File: src/rtl/uart_arb_pkg.sv
// Shared types and constants for the UART transmit arbiter.
package uart_arb_pkg;

    typedef enum logic [1:0] {
        ST_IDLE,
        ST_HEADER,
        ST_STREAM,
        ST_RELEASE
    } state_t;

    localparam logic [7:0]  HEADER_BASE = 8'hA0;
    localparam int unsigned BYTE_W      = 8;
    localparam int unsigned CNT_W       = 8;

endpackage

File: src/rtl/rr_pick.sv
// Round-robin picker: first set request searching upward from last+1, wrapping.
module rr_pick #(
    parameter int unsigned N_REQ = 4,
    parameter int unsigned IDX_W = 2
) (
    input  logic [N_REQ-1:0] req,
    input  logic [IDX_W-1:0] last,
    output logic [N_REQ-1:0] pick,
    output logic [IDX_W-1:0] idx,
    output logic             any
);

    logic [IDX_W-1:0] cand;

    always_comb begin
        pick = '0;
        idx  = '0;
        any  = 1'b0;
        cand = '0;
        for (int i = 1; i <= int'(N_REQ); i++) begin
            cand = IDX_W'((int'(last) + i) % int'(N_REQ));
            if (!any && req[cand]) begin
                any  = 1'b1;
                idx  = cand;
                pick = N_REQ'(1) << cand;
            end
        end
    end

endmodule

File: src/rtl/uart_tx_arb.sv
// Arbitrates N byte-stream requesters onto one UART transmitter, with optional
// channel header, burst limit, stall timeout and post-timeout line flush.
module uart_tx_arb
    import uart_arb_pkg::*;
#(
    parameter int unsigned N_REQ     = 4,
    parameter int unsigned MAX_BURST = 16,
    parameter int unsigned TIMEOUT   = 64,
    parameter int unsigned HEADER_EN = 1
) (
    input  logic                   clk,
    input  logic                   rst_n,
    input  logic [N_REQ-1:0]       req_valid,
    input  logic [8*N_REQ-1:0]     req_data,
    input  logic [N_REQ-1:0]       req_last,
    output logic [N_REQ-1:0]       req_ready,
    output logic [7:0]             tx_data,
    output logic                   tx_req,
    input  logic                   tx_cts,
    input  logic                   tx_idle,
    output logic [N_REQ-1:0]       grant,
    output logic                   err_timeout
);

    localparam int unsigned IDX_W = (N_REQ > 1) ? $clog2(N_REQ) : 1;

    state_t           state, state_n;
    logic [N_REQ-1:0] grant_n;
    logic [IDX_W-1:0] owner, owner_n, last_owner, last_owner_n;
    logic [CNT_W-1:0] burst_cnt, burst_cnt_n, wait_cnt, wait_cnt_n;
    logic [CNT_W-1:0] burst_inc, wait_inc;
    logic             flush, flush_n, err_timeout_n;

    logic [N_REQ-1:0] pick;
    logic [IDX_W-1:0] pick_idx;
    logic             pick_any;

    logic [BYTE_W-1:0] data_arr [N_REQ];
    logic              own_valid, own_last;
    logic [BYTE_W-1:0] own_data;

    for (genvar g = 0; g < int'(N_REQ); g++) begin : g_unpack
        assign data_arr[g] = req_data[BYTE_W*g +: BYTE_W];
    end

    assign own_valid = req_valid[owner];
    assign own_last  = req_last[owner];
    assign own_data  = data_arr[owner];
    assign burst_inc = burst_cnt + CNT_W'(1);
    assign wait_inc  = wait_cnt + CNT_W'(1);

    rr_pick #(
        .N_REQ (N_REQ),
        .IDX_W (IDX_W)
    ) u_rr_pick (
        .req   (req_valid),
        .last  (last_owner),
        .pick  (pick),
        .idx   (pick_idx),
        .any   (pick_any)
    );

    always_ff @(posedge clk or negedge rst_n) begin
        if (!rst_n) begin
            state       <= ST_IDLE;
            grant       <= '0;
            owner       <= '0;
            last_owner  <= IDX_W'(N_REQ - 1);
            burst_cnt   <= '0;
            wait_cnt    <= '0;
            flush       <= 1'b0;
            err_timeout <= 1'b0;
        end else begin
            state       <= state_n;
            grant       <= grant_n;
            owner       <= owner_n;
            last_owner  <= last_owner_n;
            burst_cnt   <= burst_cnt_n;
            wait_cnt    <= wait_cnt_n;
            flush       <= flush_n;
            err_timeout <= err_timeout_n;
        end
    end

    // Next state plus the combinational transmit/ready handshake.
    always_comb begin
        state_n       = state;
        grant_n       = grant;
        owner_n       = owner;
        last_owner_n  = last_owner;
        burst_cnt_n   = burst_cnt;
        wait_cnt_n    = wait_cnt;
        flush_n       = flush;
        err_timeout_n = 1'b0;
        tx_data       = '0;
        tx_req        = 1'b0;
        req_ready     = '0;

        unique case (state)
            ST_IDLE: begin
                if (tx_idle) flush_n = 1'b0;
                // After a timeout, hold off new owners until the line drains.
                if (pick_any && (!flush || tx_idle)) begin
                    grant_n = pick;
                    owner_n = pick_idx;
                    state_n = (HEADER_EN != 0) ? ST_HEADER : ST_STREAM;
                end
            end
            ST_HEADER: begin
                tx_data = HEADER_BASE | BYTE_W'(owner);
                tx_req  = tx_cts;
                if (tx_cts) state_n = ST_STREAM;
            end
            ST_STREAM: begin
                tx_data          = own_data;
                req_ready[owner] = tx_cts;
                tx_req           = own_valid && tx_cts;
                if (own_valid && tx_cts) begin
                    burst_cnt_n = burst_inc;
                    wait_cnt_n  = '0;
                    if (own_last || burst_inc == CNT_W'(MAX_BURST)) begin
                        state_n = ST_RELEASE;
                        grant_n = '0;
                    end
                end else if (!own_valid) begin
                    wait_cnt_n = wait_inc;
                    if (wait_inc == CNT_W'(TIMEOUT)) begin
                        state_n       = ST_RELEASE;
                        grant_n       = '0;
                        err_timeout_n = 1'b1;
                        flush_n       = 1'b1;
                    end
                end
            end
            ST_RELEASE: begin
                grant_n      = '0;
                last_owner_n = owner;
                burst_cnt_n  = '0;
                wait_cnt_n   = '0;
                state_n      = ST_IDLE;
            end
            default: state_n = ST_IDLE;
        endcase
    end

endmodule
File: config.mk
export PLATFORM = sky130hd
export DESIGN_NAME = uart_tx_arb
export DESIGN_NICKNAME = d
export VERILOG_FILES = /design/src/rtl/uart_arb_pkg.sv /design/src/rtl/rr_pick.sv /design/src/rtl/uart_tx_arb.sv
export SDC_FILE = /design/constraint.sdc
export NUM_CORES = 1
export LEC_CHECK = 0
export CAP_MARGIN = 20
export CORE_UTILIZATION = 40
export CTS_CLUSTER_SIZE = 8
export DETAILED_ROUTE_END_ITERATION = 8
export PLACE_DENSITY = 0.75
export SYNTH_ARGS = -nofsm -noshare
export SYNTH_HDL_FRONTEND = slang
export SYNTH_HIERARCHICAL = 1
export SYNTH_SLANG_ARGS = --single-unit
File: constraint.sdc
create_clock -name clk -period 2.9 [get_ports clk]
set_clock_uncertainty 0.1 [all_clocks]
set_input_delay 0.87 -clock clk [delete_from_list [all_inputs] [get_ports clk]]
set_output_delay 0.87 -clock clk [all_outputs]
set_load 0.05 [all_outputs]
==> flow_summary.ini <==
[clock_network]
clk_pin_slew_worst_paths_ns = 0.09
cts.sink_count = 28
cts_hold_buffers = 0
ctsRootBufferMaster = clkbuf_8
clk-insertion-delay-late_ns = 0.27
cts_tree = built
cts_inserted_buffers = 3
cts_buffer_depth = 2
h-tree-depth = 1

[logic_synthesis]
syn_area_sq_mm = 0.00243
synth-edff-count = 0
ys_seq_area_share_pct = 29.0
synth.top_cells.by_count = nand2_1, dfrtp_1, nor2_1
yosys_most_used_dff = dfrtp_1
synthTopCellsByArea = dfrtp_1, mux4_2, ha_1, nand2_1, o21ai_0
synth.distinct_cells = 50
async_reset_ff_share_pct = 100
yosysTopAreaCell = dfrtp_1
synthCells = 266
yosysTopAreaCellShare_pct = 26.8
yosysWarnings = 6
syn_area_per_cell_sq_um = 9.13
ys_ff_latch = 28
yosysMostFrequentCell = nand2_1
synth_nets = 324

[detailed_routing]
vias = 2296
drt_first_pass_iters = 4
wire_per_inst_microns = 14.4
via_per_inst = 5.45
drcViolationCount = 0
drt_first_iter_violations = 104
drt_wl_total_microns = 6070
antenna_left = 0

[cells_and_area]
nets = 405
area_growth_pct = 41.2
drive_above_1_share_pct = 27.5
antenna_cells = 0
final_cells = 421

[power_and_ir_drop]
p_total_mw = 3.48
p_leak_nw = 1.54
power_density_mw_per_mm2 = 1020
peakVddDrop_uv = 582

[run_status]
run_status = completed

[global_routing]
use_met2_pct = 35.4
antenna_found_initial = 0
grt_pass1_wl_microns = 10200
grt_overflow_total = 0
grt_pass1_vias = 2178
grt_usage_pct = 19.9
use_met3_pct = 1.49
busiest_layer = met2
grt_use_met1_pct = 26.6
grt_max_degree = 29

[sta]
max_freq_mhz = 345
rsz0062_at_grt = true
worst_pin_slew_ns = 0.495
setup-tns-final_ns = 0
period_share_pct = 99.9
relSlewSlack_pct = 66.9
report.final.slew_viol_count = 0
period_minus_slack_ns = 2.90
setup_violations = 0
hold_violations = 0

[placement]
gp_congestion = 0.852
dp.cells = 413
portBuffers = 61
place_hpwl_microns = 4530

[hold_path]
hold_class = flip-flop to flip-flop
min_from = grant[1]

[floorplan]
start_util_pct = 41.3
ios = 62
dieArea_sq_mm = 0.00639
num_rows = 28
die_h_microns = 79.9
core_region_area_sq_mm = 0.00589
die_w_microns = 79.9

[critical_path]
required_ns = 1.93
arrival_ns = 1.93
crit_fanout = 3
r2r_start = last_owner[0]
critPathKind = input port to output port
worstSetupStartpoint = tx_cts
end_kind = output port
start_kind = input port

[flow_run]
drv_cap = 0
==> timing repair <==
| item | 4_1_cts | 5_1_grt |
|---|---|---|
| buffers inserted | 0 | 4 |
| resized for setup | 49 | 40 |
| gates cloned | 0 | 0 |
| pin swaps | 5 | 6 |
| endpoints found under the setup margin | 17 | 18 |
==> metrics by stage <==
stage | worst slack, ns | hold WS (ns) | util (%) | instance area, sq um
finish | 0.00170 | 0.432 | 58.2 | 3430
floorplan | 0.0118 | 0.393 | - | 2450
global placement | -0.452 | 0.408 | 55.4 | 3260
detailed placement | -0.497 | 0.426 | 55.4 | 3260
global route | -0.0476 | 0.467 | 58.2 | 3430
CTS | -0.139 | 0.440 | 57.0 | 3360
==> path summary, 6_finish.rpt <==
kind / cells past startpoint / end / slack, ns
min reg2reg: 2 / grant[1] / 0.43
min: 2 / grant[1] / 0.43
min in group asynchronous: 2 / wait_cnt[5] / 0.87
max in group asynchronous: 2 / last_owner[1] / 1.51
max: 4 / req_ready[2] / 0.002
max reg2reg: 9 / state[1] / 0.09
==> registers in the layout, summed over array words and instances (netlist names) <==
signal	flops
burst_cnt	8
wait_cnt	8
grant	4
last_owner	2
owner	2
state	2
err_timeout	1
flush	1
==> power by group <==
part	total [mW]	switching [mW]	internal, mW
sequential	0.682	0.164	0.519
combinational	2.59	1.36	1.22
clock	0.215	0.117	0.0983
==> critical path: stages <==
cell and delay [ns]:
clkdlybuf4s50_1 0.50, nand3b_1 0.18, nor2_2 0.21, buf_12 0.16
==> layer usage <==
metal / vias up / routed length (microns) / share of wire, %
met2: 46 / 3130 / 52
li1: 1143 / - / -
met3: 2 / 172 / 2.8
met5: - / 0 / 0
met1: 1105 / 2740 / 45
met4: 0 / 28 / 0.46
==> area by class of cell <==
type                            instances  area, sq um
Inverter                               14         56.3
Sequential cell                        28          703
Clock buffer                            4         45.0
Fill cell                             533         2460
Tap cell                               75         93.8
Multi-Input combinational cell        212         1660
Timing Repair Buffer                   88          872
==> cell families after synthesis <==
| group | synth area share (%) |
|---|---|
| xor gates and xnor gates | 0.361 |
| buffers and inverters | 5.62 |
| DFF | 29.0 |
| and+or+nand+nor | 20.6 |
| adders and majority gates | 7.21 |
| AOI/OAI and AO/OA | 17.6 |
| muxes | 19.7 |
==> layout by cell type (no fill, tap or decap), types with 7 or more instances in the layout <==
cell             synthesis  routed
dlymetal6s2s_1           0      12
mux2i_1                  9       9
nand2_1                 35      35
clkdlybuf4s50_1          0      12
ha_1                    14      12
inv_1                   13      12
o21ai_0                 23      22
buf_4                    0      27
clkdlybuf4s15_1          0      12
nor2_1                  24      20
dfrtp_1                 26      26
mux4_2                  12      12
nor3_1                   7       7
a21oi_1                 11       8
No activity file was read; power rests on OpenSTA's default activity.
